[src/rtl/sysbus_pkg.sv]
// Shared types and constants for the system-bus interconnect: slave indices,
// address-region nibbles, FSM states and the error-completion data word.
package sysbus_pkg;

  localparam int unsigned ADDR_W = 32;
  localparam int unsigned MASK_W = 4;

  typedef enum logic [1:0] {
    SLV_DMEM  = 2'd0,
    SLV_GEMM  = 2'd1,
    SLV_PER   = 2'd2,
    SLV_SPARE = 2'd3
  } slv_idx_e;

  localparam logic [3:0] REGION_GEMM  = 4'h9;
  localparam logic [3:0] REGION_PER   = 4'hA;
  localparam logic [3:0] REGION_SPARE = 4'hB;

  typedef enum logic {
    IDLE = 1'b0,
    WAIT = 1'b1
  } state_e;

  localparam logic [31:0] BUS_ERR_DATA = 32'hDEAD_BEEF;

endpackage

[src/rtl/sysbus_addr_decode.sv]
// Combinational region decode: top address nibble to slave one-hot and index.
// Regions mapping to a slave port that is not instantiated fall back to DMEM.
module sysbus_addr_decode
  import sysbus_pkg::*;
#(
  parameter int unsigned NUM_SLV = 4,
  parameter int unsigned SW      = (NUM_SLV > 1) ? $clog2(NUM_SLV) : 1
) (
  input  logic [3:0]         region,
  output logic [NUM_SLV-1:0] onehot,
  output logic [SW-1:0]      idx
);

  slv_idx_e slv;

  always_comb begin
    slv = SLV_DMEM;
    unique case (region)
      REGION_GEMM:  slv = SLV_GEMM;
      REGION_PER:   slv = SLV_PER;
      REGION_SPARE: slv = SLV_SPARE;
      default:      slv = SLV_DMEM;
    endcase
    if (32'(slv) >= NUM_SLV) slv = SLV_DMEM;
    idx         = SW'(slv);
    onehot      = '0;
    onehot[idx] = 1'b1;
  end

endmodule

[src/rtl/sysbus_interconnect.sv]
// System-bus interconnect: decodes the master access to one slave, stalls until
// it responds and returns read data. Optional timeout via BUS_TIMEOUT_EN.
module sysbus_interconnect
  import sysbus_pkg::*;
#(
  parameter int unsigned         NUM_SLV    = 4,
  parameter int unsigned         DW         = 32,
  parameter logic [NUM_SLV-1:0]  FIXED_MASK = 4'b0011,
  parameter int unsigned         TIMEOUT    = 255
) (
  input  logic                  clk,
  input  logic                  rst,
  input  logic                  m_en,
  input  logic                  m_rdwr,
  input  logic [ADDR_W-1:0]     m_addr,
  input  logic [DW-1:0]         m_wr_data,
  input  logic [MASK_W-1:0]     m_mask,
  output logic [DW-1:0]         m_rd_data,
  output logic                  m_stall,
  output logic                  m_err,
  output logic [NUM_SLV-1:0]    s_en,
  output logic                  s_rdwr,
  output logic [ADDR_W-1:0]     s_addr,
  output logic [DW-1:0]         s_wr_data,
  output logic [MASK_W-1:0]     s_mask,
  input  logic [NUM_SLV*DW-1:0] s_rd_data,
  input  logic [NUM_SLV-1:0]    s_ready
);

  localparam int unsigned SW = (NUM_SLV > 1) ? $clog2(NUM_SLV) : 1;

  state_e               state, state_nx;
  logic [SW-1:0]        sel, sel_nx;
  logic [NUM_SLV-1:0]   dec_onehot;
  logic [SW-1:0]        dec_idx;
  logic                 rdy;
  logic                 issue;
  logic                 unused_addr_bits;

`ifdef BUS_TIMEOUT_EN
  localparam int unsigned CW = (TIMEOUT > 0) ? $clog2(TIMEOUT + 1) : 1;
  logic [CW-1:0]        wait_cnt, wait_cnt_nx;
`endif

  sysbus_addr_decode #(
    .NUM_SLV (NUM_SLV),
    .SW      (SW)
  ) u_decode (
    .region (m_addr[31:28]),
    .onehot (dec_onehot),
    .idx    (dec_idx)
  );

  assign s_rdwr           = m_rdwr;
  assign s_addr           = {m_addr[31:2], 2'b00};
  assign s_wr_data        = m_wr_data;
  assign s_mask           = m_mask;
  assign unused_addr_bits = ^m_addr[1:0];

  // Fixed-latency slaves always answer one cycle after the strobe.
  assign rdy = FIXED_MASK[sel] | s_ready[sel];

  always_comb begin
    state_nx  = state;
    sel_nx    = sel;
    s_en      = '0;
    m_stall   = 1'b0;
    m_err     = 1'b0;
    m_rd_data = '0;
    issue     = 1'b0;
`ifdef BUS_TIMEOUT_EN
    wait_cnt_nx = wait_cnt;
`endif
    if (rst) begin
      unique case (state)
        IDLE: issue = m_en;
        WAIT: begin
          if (rdy) begin
            m_rd_data = s_rd_data[sel*DW +: DW];
            issue     = m_en;
            if (!m_en) state_nx = IDLE;
          end
`ifdef BUS_TIMEOUT_EN
          else if (wait_cnt == CW'(TIMEOUT)) begin
            m_err     = 1'b1;
            m_rd_data = DW'(BUS_ERR_DATA);
            issue     = m_en;
            if (!m_en) state_nx = IDLE;
          end
          else begin
            m_stall     = 1'b1;
            wait_cnt_nx = wait_cnt + CW'(1);
          end
`else
          else m_stall = 1'b1;
`endif
        end
        default: state_nx = IDLE;
      endcase
      // New access is strobed in the same cycle it is accepted.
      if (issue) begin
        s_en     = dec_onehot;
        sel_nx   = dec_idx;
        state_nx = WAIT;
`ifdef BUS_TIMEOUT_EN
        wait_cnt_nx = '0;
`endif
      end
    end
  end

  always_ff @(posedge clk) begin
    if (!rst) begin
      state <= IDLE;
      sel   <= '0;
`ifdef BUS_TIMEOUT_EN
      wait_cnt <= '0;
`endif
    end else begin
      state <= state_nx;
      sel   <= sel_nx;
`ifdef BUS_TIMEOUT_EN
      wait_cnt <= wait_cnt_nx;
`endif
    end
  end

endmodule

[config.mk]
export PLATFORM = sky130hd
export DESIGN_NAME = sysbus_interconnect
export DESIGN_NICKNAME = d
export VERILOG_FILES = /design/src/rtl/sysbus_pkg.sv /design/src/rtl/sysbus_addr_decode.sv /design/src/rtl/sysbus_interconnect.sv
export SDC_FILE = /design/constraint.sdc
export NUM_CORES = 1
export LEC_CHECK = 0
export CAP_MARGIN = 20
export CORE_AREA = 2 2 120 122
export DETAILED_ROUTE_END_ITERATION = 12
export DIE_AREA = 0 0 122 124
export DONT_BUFFER_PORTS = 1
export MAX_ROUTING_LAYER = met4
export RECOVER_POWER = 100
export SLEW_MARGIN = 20
export SYNTH_ARGS = -nofsm -noshare
export SYNTH_HDL_FRONTEND = slang
export SYNTH_SLANG_ARGS = --single-unit
[constraint.sdc]
create_clock -name clk -period 2.3 [get_ports clk]
set_clock_uncertainty 0.15 [all_clocks]
set_input_delay 0.69 -clock clk [delete_from_list [all_inputs] [get_ports clk]]
set_output_delay 0.69 -clock clk [all_outputs]
set_load 0.03 [all_outputs]
# After elaboration in Yosys (flattened, before gate mapping)
# Cells that the tools add are included.
# op_classes
magnitude_cmp,3
n_eq_ne,3
n_shift,1
muxes,22
bitwise,2
n_reduce_logical,1
# ops
operator,count
variable part select 128 x 8 -> 32 bit,1
2-to-1 mux 32 bit,3
equality test 4 bit (second input constant),3
2-to-1 mux 1 bit,12
2-to-1 mux 4 bit,2
less-than comparator 2 x 3 -> 1 bit (second input constant),2
one-hot mux 2 bit (3 select lines),1
binary-select mux 1 bit (select 2 bit),2
demux 1 bit (select 2 bit),1
greater-or-equal comparator 2 x 1 -> 1 bit (second input constant),1
one-hot mux 1 bit (2 select lines),1
logical AND 1 bit,1
inverter 1 bit,1
OR 1 bit,1
# word_totals
register_bits,3
out_inout_bits,107
elab_cells,34

# Logic depth before layout (Yosys ltp)
# Gate-level depths: netlist of the first run.
# logic_depth
word_depth,8
ltp_mapped,5
mapped_depth_nobuf,3

# By module
# From an unflattened synthesis of the first run, not the netlist that was laid out.
# unflattened
hier_cells,177
area_unflattened_um2,2102.0
# by_module_without_submodules
module,n_inst,cells_each,area_per_inst_um2
sysbus_interconnect,1,170,2044.5
sysbus_addr_decode,1,7,57.6

# Worst setup path after synthesis of the first run
# Ideal clock, no wire load.
# synth_path
path_type,input-to-output
startpoint,input s_ready[2]
endpoint,output s_en[2]
arrival_time_ps,1911
required_time_ps,1460
setup_slack_ps,-451
stages,3
path_buffers,0
path_cell_list,mux2_4 o21bai_1 nor4_1
# synth_between
elab_chain_cells,8
# synth_rtl
element,line,source
start: declaration,sysbus_interconnect.sv:27,input logic [NUM_SLV-1:0] s_ready
binary-select mux 1 bit (select 2 bit),sysbus_interconnect.sv:61,assign rdy = FIXED_MASK[sel] | s_ready[sel];
2-to-1 mux 1 bit (implied by the code),sysbus_interconnect.sv:61,
OR 1 bit,sysbus_interconnect.sv:61,
2-to-1 mux 1 bit,sysbus_interconnect.sv:78,if (rdy) begin
one-hot mux 1 bit (2 select lines),sysbus_interconnect.sv:75,unique case (state)
2-to-1 mux 1 bit,sysbus_interconnect.sv:74,if (rst) begin
2-to-1 mux 4 bit,sysbus_interconnect.sv:101,if (issue) begin
2-to-1 mux 4 bit,sysbus_interconnect.sv:74,
end: declaration,sysbus_interconnect.sv:21,"output logic [NUM_SLV-1:0] s_en,"
# Every way passes these cells. The select of a mux whose other input is x is not followed.

# Final worst setup path of the first run
# layout_path
startpoint,register sel[0]
endpoint,output m_rd_data[0]
# layout_between
elab_chain_cells,6
elab_cells_between_ends,9
classes_between,shift: 1; mux: 7; bitwise: 1
# layout_rtl
element,line,source
start: declaration,sysbus_interconnect.sv:33,"logic [SW-1:0] sel, sel_nx;"
start signal: assignment,sysbus_interconnect.sv:121,sel <= sel_nx;
"parallel branches: the longest is 3 deep, another holds variable part select 128 x 8 -> 32 bit",-,
2-to-1 mux 32 bit *,sysbus_interconnect.sv:78,
2-to-1 mux 32 bit *,sysbus_interconnect.sv:75,
2-to-1 mux 32 bit *,sysbus_interconnect.sv:74,
end: declaration,sysbus_interconnect.sv:18,"output logic [DW-1:0] m_rd_data,"
# Mark *: on every way between the ends. The select of a mux whose other input is x is not followed.

==> results of run 1 <==
per-stage QoR:
step	power, uW	worst slack, ns	setup TNS, ns	util, %
5_1_grt	620	-0.212	-6.18	15.2
3_5_place_dp	258	-0.215	-3.93	11.8
4_1_cts	602	-0.194	-5.87	15.5
2_1_floorplan	453	-0.203	-2.19	-
3_3_place_gp	254	-0.200	-3.90	11.8
6_report	593	-0.175	-4.61	15.2
flip-flops by register name, indices dropped and copies added, names as in the netlist:
name and cells:
sel 2, state 1
metal layers:
layer	track usage [%]	routed length (um)	vias up
met5	-	0	-
met4	4.24	257	0
met3	2.56	818	30
met2	15.2	3640	139
met1	6.81	1940	562
li1	-	-	454
worst paths after layout:
check,from,end,slack [ns],depth (start not counted)
hold / removal,rst,sel[1],0.45,1
setup / recovery,sel[0],m_rd_data[0],-0.17,6
hold reg to reg,sel[0],sel[0],0.48,3
setup reg to reg,sel[0],sel[0],0.70,6
placed cells by master, fill, tap and decap left out, drive strengths merged:
cell type and instances:
nor4 1, nand2 4, conb 3, o32ai 1, o211ai 1, nand3b 1, inv 2, dfxtp 3
and2 1, clkbuf 5, mux2 1, o22ai 1, nor2 4, nor2b 32, buf 22, nor3 2
mux4 32, diode 1, o21bai 1, o21a 3, nand2b 1
cell type report:
class | instances | area, um^2 | area share (%)
antenna | 1 | 2.50 | 0.120
clock buffer | 4 | 78.8 | 3.78
inverter | 2 | 7.51 | 0.360
multi-input combinational | 89 | 1350 | 64.7
sequential | 3 | 65.1 | 3.12
tap | 180 | 225 | 10.8
timing repair buffer | 23 | 358 | 17.1
Yosys cell counts:
cell / n / area, um^2
mux2_4: 1 / 15.0
buf_2: 3 / 15.0
inv_1: 2 / 7.51
nor3_1: 2 / 10.0
nand2_1: 4 / 15.0
buf_6: 4 / 45.0
clkbuf_1: 1 / 3.75
o211ai_2: 1 / 12.5
nand3b_1: 1 / 7.51
dfxtp_1: 3 / 60.1
and2_1: 1 / 6.26
mux4_1: 8 / 210
nand2b_1: 1 / 6.26
mux4_2: 24 / 541
nor2b_1: 32 / 200
conb_1: 1 / 3.75
o22ai_1: 1 / 6.26
o32ai_1: 1 / 8.76
o21bai_1: 1 / 7.51
nor4_1: 1 / 6.26
buf_4: 73 / 548
nor2_1: 4 / 15.0
o21a_1: 3 / 22.5
where the power goes:
group | internal [uW] | switching [uW]
Sequential | 53.6 | 2.52
Combinational | 145 | 118
Clock | 229 | 46.1
repair_timing:
| action | in CTS | in global routing |
|---|---|---|
| endpoints found under the setup margin | 37 | 37 |
| resized for setup | 48 | 8 |
| cloned | 6 | 0 |
| setup buffers | 8 | 0 |
| pin swaps | 4 | 1 |
kinds of logic after synthesis:
logic type | after synthesis | share of synthesized area, %
other | 1 | 0.212
and+or+nand+nor | 46 | 15.0
muxes | 33 | 43.2
buffers and inverters | 83 | 34.9
DFF | 3 | 3.39
AOI/OAI and AO/OA | 7 | 3.25
==> impl_results.md, run 1 <==
* Status: finished with violations
* Failing checks: setup timing
* Clock buffer depth at 2
* Hold_ws at 0.446 ns
* Port bufs at 0
* Crit-path most repeated cell: buf_6
* Die area at 0.0151 mm^2
* Worst hold path class: in2reg
* Final period utilization at 108%
* Seq cells post-synth at 3
* Finished Layout Cells at 302
* Count of different cell masters after synthesis at 23
* Crit Path Category: reg2out
* I/O pin total at 311
* Routed wire length at 6.65 mm
* Crit start category: flip-flop
* Site row count at 43
* Starting Density at 12.9%
* Area Growth Syn to Fin at 17.7%
* Slowest CP cell: dfxtp_4
* Drt wl/cell at 22.0 um
* Crit path buffers/inverters at 3
* Final instance area at 0.00209 mm^2
* Placed insts at 285
* Clk sinks at 3
* Hold Violations, Final at 0
* Final Setup Violations at 36
* DRT iter0 DRCs at 40
* Initial antenna violation count at 1
* RSZ-0062 raised after global routing: yes
* Tot GR Track Use at 7.92%
* Max Cap Violations at 0
* Nets at 326
* Grt ovf at 0
* Syn Inst Count at 173
* CTS root buf: clkbuf_16
* Cell Chain, Critical Path: buf_6 -> mux2_4 -> o211ai_4 -> buf_6 -> buf_12 -> nor2b_2
* Pin count of the biggest net entering global routing at 23
* Vias in the first global route at 1268
* VDD IR max at 0.327 mV
* Die width at 122 um
* Period minus WS final at 2.47 ns
* Detail Route Antenna Nets at 0
* Die Ht at 124 um
* Syn Std Cell Area at 0.00177 mm^2
* H-tree levels at 1
* Sequential share of the synthesized area at 3.39%
* Data required, critical path at 1.46 ns
* First-pass GRT wire length at 8.16 mm
* Area of the core at 0.0137 mm^2
* WP data arrival at 1.63 ns
* Num CTS Buffers at 3
* Via count at 1185
* CTS clk-pin slew, worst paths at 0.03 ns
* CP peak stage delay at 0.34 ns
* Worst-path maximum fanout at 6
* Ratio of cells with drive above 1 in the final layout at 76.9%
* Largest delay share family, worst path: buffers and inverters
* Max-slew violations at 0
* Pleak at 0.000668 uW
* Hold bufs inserted after CTS at 0
* TritonCTS clock tree: yes
* Syn avg cell area at 10.2 um^2
* GP Congestion at 0.749
* Kind of end point of the critical path: output pin
* Via density at 3.92
* # fillers at 1496
* DR pass1 iterations at 4
* Dpl hpwl at 5.27 mm
* DRC violations left at 0
* Final worst setup slack at -0.175 ns
* Syn. warnings at 0
* Fmax at 404 MHz
* Insertion delay to the later sink of the worst-skew pair at 0.22 ns
* Area after DPL at 0.00162 mm^2
* Power per Cell Area at 284 mW/mm^2
Power figures use the tool's default switching activity.
==> inputs of run 2 (changes only) <==
CORE_AREA = 2 2 119 121   (was 2 2 120 122)
CTS_CLUSTER_SIZE = 40   (was default)
DIE_AREA = 0 0 121 123   (was 0 0 122 124)
SYNTH_HIERARCHICAL = 1   (was default)
==> impl_results.md, run 2 <==
* Status: finished with violations
* Failing checks: setup timing
* Compound-cell area share of the yosys netlist at 2.74% (-0.51 points)
* Sw frac at 28.4% (+0.37 points)
* Asr flop ratio synth at 0% (unchanged)
* Period minus WS final at 2.43 ns (-0.0399 ns)
* Area of the core at 0.0136 mm^2 (-0.78%)
* Area Growth Syn to Fin at 3.81%
* CP peak stage delay at 0.52 ns (+0.18 ns)
* Max Cap Violations at 0 (unchanged)
* Share of the synthesized area in the top cell type at 30.0% (-0.91 points)
* Max-slew violations at 0 (unchanged)
* Final worst setup slack at -0.135 ns (+0.0399 ns)
* Syn Inst Count at 177 (+2.3%)
* Final instance area at 0.00218 mm^2 (+4.6%)
* Post-synthesis adder-cell area fraction at 0% (unchanged)
* Clk sinks at 3 (unchanged)
* Tot GR Track Use at 7.73% (-0.19 points)
* First-pass GRT wire length at 8.02 mm (-1.7%)
* Starting Density at 15.4% (+2.5 points)
* Seq cells post-synth at 3 (unchanged)
* Switch Pwr at 196 uW (+18%)
* Power per Cell Area at 316 mW/mm^2 (+11%)
* Dpl hpwl at 5.53 mm (+4.9%)
* Vias in the first global route at 1344 (+6.0%)
* Pleak at 0.000753 uW (+13%)
* RSZ-0062 raised after global routing: yes
* Total Power at 690 uW (+16%)
* Drt wl/cell at 21.2 um (-3.7%)
* Sequential Power Share at 8.7% (-0.8 points)
* Final Setup Violations at 36 (unchanged)
* Syn avg cell area at 11.9 um^2 (+16%)
* Die width at 121 um (-0.82%)
* Grt ovf at 0 (unchanged)
* Logic pwr share at 51.1% (+6.9 points)
* Count leader, synth: buf_4
* WP data arrival at 1.59 ns (-0.04 ns)
* Hold Crit Depth at 2 (+1)
* Routed wire length at 6.64 mm (-0.18%)
* Post-Synth XOR/XNOR Area at 0% (unchanged)
* Final period utilization at 106% (-1.7 points)
* Kind of end point of the critical path: output pin
* Pint at 494 uW (+16%)
* Number of flip-flops in the largest register at 2 (unchanged)
* Crit start category: flip-flop
* Post-synthesis mux area share at 36.1% (-7.1 points)
* Num CTS Buffers at 3 (unchanged)
* Die Ht at 123 um (-0.81%)
* VDD IR max at 0.223 mV (-32%)
* Initial antenna violation count at 2 (+1)
* Detail Route Antenna Nets at 0 (unchanged)
* Clock buffer depth at 2 (unchanged)
* Count of different cell masters after synthesis at 30 (+30%)
* Largest family of logic cells by synthesized area: multiplexers
* Power share of the clock group at 40.2% (-6.1 points)
* Die area at 0.0149 mm^2 (-1.6%)
* Port bufs at 0 (unchanged)
* Top Registers: sel: 2 flops, state: 1 flops
* Slowest CP cell: mux4_2
* CTS root buf: clkbuf_16
* DR pass1 iterations at 3 (-1)
* Reg2reg path depth at 5 (-1)
* # fillers at 1493 (-0.20%)
* Syn Std Cell Area at 0.00210 mm^2 (+19%)
* Nets at 336 (+3.1%)
* Via density at 3.90 (-0.58%)
* Crit Path Category: reg2out
* Largest Register: sel
* Reg-to-reg endpoint: state
* Area after DPL at 0.00189 mm^2 (+16%)
* DRC violations left at 0 (unchanged)
* Post-Synth Simple-Gate Area at 25.5% (+11 points)
* Pin count of the biggest net entering global routing at 22 (-4.3%)
* Worst Hold Launch: m_en
* Cell Chain, Critical Path: buf_12 -> mux4_2 -> and2b_2
* Site row count at 43 (unchanged)
* Fmax at 411 MHz (+1.6%)
* GP Congestion at 0.706 (-5.7%)
* DRT iter0 DRCs at 17 (-57%)
* CTS clk-pin slew, worst paths at 0.03 ns (about the same)
* Main synth FF type: dfxtp_1
* Hold Violations, Final at 0 (unchanged)
* Syn. warnings at 6 (+6)
* Data required, critical path at 1.46 ns (about the same)
* Cell taking the most area after synthesis: mux4_2
* Commonest non-fill, non-tap cells in the layout: mux4_2 (32), nor2b_4 (32), buf_4 (11)
* Worst hold path class: in2reg
* Hold bufs inserted after CTS at 0 (unchanged)
* Sequential share of the synthesized area at 2.86% (-0.53 points)
* Post-synth EDFFs at 0 (unchanged)
* Insertion delay to the later sink of the worst-skew pair at 0.22 ns (about the same)
* Ratio of cells with drive above 1 in the final layout at 79.4% (+2.5 points)
* Synth cell count leaders: buf_4 (70), nor2b_4 (31), mux4_2 (28)
* TritonCTS clock tree: yes
* Reg-to-reg startpoint: sel[0]
* H-tree levels at 1 (unchanged)
* Worst R2R Setup Slack at 0.86 ns (+0.16 ns)
* Via count at 1221 (+3.0%)
* Top post-synthesis cells by area: mux4_2 (30%), buf_4 (25%), nor2b_4 (20%), buf_12 (5.7%), mux4_1 (5.0%)
* Worst Hold Path EP: sel[0]
* I/O pin total at 311 (unchanged)
* Worst-path maximum fanout at 5 (-1)
==> run 2: cell count changes in the layout (fill, tap and decap cells not counted), moves of 3 or more <==
| cell | before | now |
|---|---|---|
| nor2b_4 | 26 | 32 |
| mux4_1 | 6 | 0 |
| and2_1 | 0 | 4 |
| buf_12 | 5 | 9 |
| o21a_1 | 3 | 0 |
| nor2b_2 | 6 | 0 |
| buf_4 | 6 | 11 |
| mux4_2 | 26 | 32 |
==> run 2: cells by family after synthesis <==
kind of cell           Yosys count
buffers and inverters           83
multiplexers                    34
AO/OA/AOI/OAI                    8
other                            1
AND/OR/NAND/NOR                 48
flip-flops                       3
==> run 2: how the worst max path moves through the flow <==
stage                     from            to  slack (ns)  depth (start not counted)
finish                  sel[0]  m_rd_data[0]       -0.13                          3
global route            sel[0]       s_en[3]       -0.18                          6
detailed placement  s_ready[2]       s_en[3]       -0.11                          6
CTS                     sel[0]  m_rd_data[0]       -0.16                          3
global placement    s_ready[2]       s_en[0]       -0.13                          6
floorplan           s_ready[3]       m_stall        0.03                          3
==> run 2: layer usage <==
metal / up-vias / GRT usage, % / share of wire (%)
li1: 475 / - / -
met1: 566 / 6.16 / 27
met2: 148 / 14.8 / 54
met3: 32 / 3.46 / 15
met4: 0 / 3.92 / 4.3
met5: - / - / 0
==> run 2: power by group through the flow <==
stage                     combinational (uW)  sequential (uW)  clock [uW]
after floorplan                          499             56.6           0
after global placement                   300             59.3           0
after detailed placement                 305             59.6           0
after CTS                                335             59.7         280
after global routing                     372             60.7         288
final                                    352             60.0         277
==> run 2: through the flow <==
step / std cells / hold slack [ns] / worst slack [ns] / util [%] / setup TNS (ns)
floorplan: 179 / 0.487 / 0.0292 / - / 0
global placement: 296 / 0.509 / -0.131 / 13.9 / -2.06
detailed placement: 296 / 0.559 / -0.111 / 13.9 / -2.26
CTS: 304 / 0.498 / -0.159 / 15.1 / -4.28
global route: 313 / 0.515 / -0.184 / 16.0 / -5.30
finish: 313 / 0.499 / -0.135 / 16.0 / -3.49
==> run 2: area by class of cell <==
| cell class | count | area (um^2) | share of cell area (%) |
|---|---|---|---|
| multi-input combinational | 93 | 1360 | 62.5 |
| clock buffer | 4 | 78.8 | 3.61 |
| inverter | 2 | 7.51 | 0.344 |
| tap | 180 | 225 | 10.3 |
| sequential | 3 | 65.1 | 2.98 |
| timing repair buffer | 29 | 437 | 20.0 |
| antenna | 2 | 5.00 | 0.229 |
==> run 2: repair_timing <==
action                     4_1_cts  5_1_grt
resized for setup               11        4
cloned                           2        2
pin swaps                        0        0
setup buffers                    2        5
setup endpoints to repair       35       37
==> run 2: worst max-delay path: cells and delay by family, from the launching register on <==
family	cells	cell delay [ns]
buffers and inverters	1	0.15
DFF	1	0.40
muxes	1	0.52
and+or+nand+nor	1	0.29
==> variant 1: new RTL, settings of run 2 <==
The option `BUS_TIMEOUT_EN` is turned on by a define.
--- a/src/rtl/sysbus_interconnect.sv
+++ b/src/rtl/sysbus_interconnect.sv
@@ -1,4 +1,6 @@
 // System-bus interconnect: decodes the master access to one slave, stalls until
 // it responds and returns read data. Optional timeout via BUS_TIMEOUT_EN.
+`define BUS_TIMEOUT_EN
+
 module sysbus_interconnect
   import sysbus_pkg::*;
Behaviour: same outputs for any inputs over 10 cycles, from zero or initial values and one cycle with rst low; that may be too few to reach the edited logic, so the function may still have changed.
==> variant 1 against run 2 <==
The flow still finishes with violations (negative setup slack); final area is 39% higher; die area stayed put; largest power group is now the clock network; critical path depth is 4 higher; area after synthesis is 11% higher; critical path type unchanged; wire length is 29% higher; total power is 16% higher; setup slack worse by 170 ps; largest cell class unchanged; sequential cell count is 8 higher.
==> variant 1: results (changes against run 2) <==
* Result of the run: finished with violations (unchanged)
* Failing checks: negative setup slack (unchanged)
* Met3 WL at 1170 µm (was 1010 µm)
* Delay-heaviest family, CP: buffers and inverters (was multiplexers)
* Flop-to-flop setup slack at 470 ps (was 860 ps)
* Placed insts at 386 (was 296)
* DR WL met2 at 4220 µm (was 3560 µm)
* Final setup margin at -304 ps (was -135 ps)
* CTS Sinks at 11 (was 3)
* Peak VDD IR at 184 µV (was 223 µV)
* Core Util, Final at 0.223 (was 0.160)
* Multi-input gates at 135 (was 93)
* Worst hold-check path type: flip-flop to flip-flop (was primary input to flip-flop)
* Signal buf overhead at 0.209 (was 0.200)
* Routed wire per std cell at 21.0 µm (was 21.2 µm)
* Initial antenna violation count at 4 (was 2)
* Total number of vias at 1919 (was 1221)
* Post-synth top cells: buf_4, mux4_2, o21ai_0, inv_1, nand2_1 (was buf_4, nor2b_4, mux4_2, buf_12)
* Number of fill cells at 1441 (was 1493)
* Crit-path max FO at 8 (was 5)
* Critical R2R Launch: sel[0] (unchanged)
* Sequential cell area share at 0.0741 (was 0.0298)
* 1st-pass router iterations at 4 (was 3)
* Final Setup Violations at 38 (was 36)
* Crit path largest cell delay at 350 ps (was 520 ps)
* DP HPWL at 6960 µm (was 5530 µm)
* Number of distinct library cells after synthesis at 45 (was 30)
* Synth top area cells: mux4_2, buf_4, dfxtp_1 (was mux4_2, buf_4, nor2b_4)
* M1 WL at 3090 µm (was 1790 µm)
* Worst hold start: wait_cnt[5] (was m_en)
* Post-Syn Instances at 258 (was 177)
* Layout cells sized above 1 at 0.614 (was 0.794)
* Leakage Power at 1.15 nW (was 0.753 nW)
* Post-synthesis sequential area ratio at 0.0940 (was 0.0286)
* RePlAce Congestion at 0.834 (was 0.706)
* First-pass GRT wire length at 11400 µm (was 8020 µm)
* DR iter-0 viols at 125 (was 17)
* # nets final at 434 (was 336)
* Met2 usage at 0.175 (was 0.148)
* Signal buffers at 50 (was 29)
* Pin count of the biggest net entering global routing at 29 (was 22)
* Fin cells at 409 (was 313)
* Slowest stage cell, crit path: dfxtp_4 (was mux4_2)
* Hold Path Sink: wait_cnt[5] (was sel[0])
* Crit path capture: m_rd_data[6] (was m_rd_data[0])
* Logic inverters at 28 (was 2)
* GRT Util Overall at 0.105 (was 0.0773)
* Placed cell area at 2630 µm² (was 1890 µm²)
* ANT cells at 1 (was 2)
* Hold slack final at 389 ps (was 499 ps)
* Setup Slack @ Placement at -238 ps (was -111 ps)
* Clock Latency Late Sink at 240 ps (was 220 ps)
* Clock-cell share at 0.0259 (was 0.0361)
* R2r worst-path depth at 7 (was 5)
* Top flop regs: wait_cnt (8), sel (2), state (1) (was sel (2), state (1))
* Arrival time worst endpoint at 1760 ps (was 1590 ps)
* Psw at 0.231 mW (was 0.196 mW)
* Area occupied by multi-input gates at 1750 µm² (was 1360 µm²)
[variant 1: cell count changes after synthesis, sizes merged, moves of 8 or more]
cell and delta:
o21ai +29, dfxtp +8, inv +26, nand2 +10, nor2b -25
[variant 1: logic make-up after synthesis]
| kind of cell | synth area share |
|---|---|
| AOI/OAI and AO/OA | 0.121 |
| adders and majority gates | 0.00534 |
| buffers and inverters | 0.308 |
| DFF | 0.0940 |
| muxes | 0.324 |
| other | 0.00160 |
| and+or+nand+nor | 0.146 |
[variant 1: repair_timing]
item,CTS,global route
endpoints found under the setup margin,38,38
gates cloned,4,0
buffers inserted,7,7
resized for setup,14,11
pin swaps,7,5
hold endpoints to repair,0,0
hold buffers,0,0
[variant 1: power by group through the flow]
stage               Sequential (mW)  Combinational [mW]  Clock [mW]
finish                        0.196               0.288       0.318
global route                  0.196               0.306       0.337
CTS                           0.197               0.285       0.323
detailed placement            0.200               0.259           0
global placement              0.200               0.257           0
floorplan                     0.198               0.447           0
==> variant 2: new RTL, flow settings as in run 2 <==
Without the edit above. Reset style: asynchronous (`rst`), changed in one clocked block.
--- a/src/rtl/sysbus_interconnect.sv
+++ b/src/rtl/sysbus_interconnect.sv
@@ -110,5 +110,5 @@
   end
 
-  always_ff @(posedge clk) begin
+  always_ff @(posedge clk or negedge rst) begin
     if (!rst) begin
       state <= IDLE;
Check against the original RTL: same outputs for any inputs over 10 cycles, from zero or initial values and one cycle with rst low; that may be too few to reach the edited logic, so the function may still have changed.
==> variant 2 against run 2 <==
The run still ends with negative setup slack left; setup slack got worse by 68 ps; synthesized cell count fell by 0.56%; fmax fell by 2.7%; area after synthesis fell by 0.42%; sequential cell count did not move; final area fell by 7.5%; wire length rose by 10%; core utilization fell by 1.2 points.
Power is not compared: it rests on default switching activity, and its combinational part moved more than twofold at a synthesized area within 25%.
==> variant 2: results (changes against run 2) <==
* DR iter-0 viols at 57 (was 17)
* Pin count of the biggest net entering global routing at 30 (was 22)
* Arrival time worst endpoint at 1660 ps (was 1590 ps)
* Reg2reg end: sel[0] (was state)
* Synth Flop Type: dfrtp_1 (was dfxtp_1)
* # nets final at 327 (was 336)
* Final setup margin at -203 ps (was -135 ps)
* Sw Ratio at 0.403
* Failing checks: negative setup slack (unchanged)
* Layout cells sized above 1 at 0.746 (was 0.794)
* DR WL met2 at 3990 µm (was 3560 µm)
* Number of global-route vias before repair at 1269 (was 1344)
* Setup Slack @ Placement at -119 ps (was -111 ps)
* Slowest stage cell, crit path: mux4_1 (was mux4_2)
* Setup_tns at -5660 ps (was -3490 ps)
* Met1 usage at 0.0760 (was 0.0616)
* Number of distinct library cells after synthesis at 24 (was 30)
* Final WL at 7340 µm (was 6640 µm)
* Post-synth top cells: buf_4, nor2b_4, mux4_2, buf_12, nand2_1 (was buf_4, nor2b_4, mux4_2, buf_12)
* GRT Util Overall at 0.0866 (was 0.0773)
* Worst hold-check path type: primary input to async pin (was primary input to flip-flop)
* RePlAce Congestion at 0.747 (was 0.706)
* Total number of vias at 1194 (was 1221)
* Initial antenna violation count at 6 (was 2)
* Final Setup Violations at 37 (was 36)
* Post-CTS Resized at 6 (was 11)
* Met3 WL at 1120 µm (was 1010 µm)
* Result of the run: finished with violations (unchanged)
* Met2 usage at 0.166 (was 0.148)
* Post-CTS setup buffers at 4 (was 2)
* First-pass GRT wire length at 8770 µm (was 8020 µm)
* Multiplexer share of the synthesized area at 0.356 (was 0.361)
* DP HPWL at 6070 µm (was 5530 µm)
* Post-synthesis sequential area ratio at 0.0359 (was 0.0286)
* 1st-pass router iterations at 5 (was 3)
variant 2: per-stage QoR:
stage / hold slack [ps] / std cells / utilization / instance area [µm²]
after floorplan: 244 / 178 / - / 2100
after global placement: 245 / 292 / 0.132 / 1800
after detailed placement: 245 / 292 / 0.132 / 1800
after CTS: 13.4 / 302 / 0.147 / 2010
after global routing: 5.75 / 307 / 0.148 / 2020
final: 13.6 / 307 / 0.148 / 2020
variant 2: cell type report:
| class | count | area, µm² |
|---|---|---|
| sequential | 3 | 77.6 |
| multi-input combinational | 93 | 1340 |
| fill | 1499 | 11600 |
| tap | 180 | 225 |
| clock buffer | 4 | 78.8 |
| timing repair buffer | 21 | 279 |
| antenna | 5 | 12.5 |
| inverter | 1 | 3.75 |
variant 2: cells by family after synthesis:
logic type / after synthesis
other: 1
buffers and inverters: 82
multiplexers: 33
AO/OA/AOI/OAI: 5
AND/OR/NAND/NOR: 52
flip-flops: 3
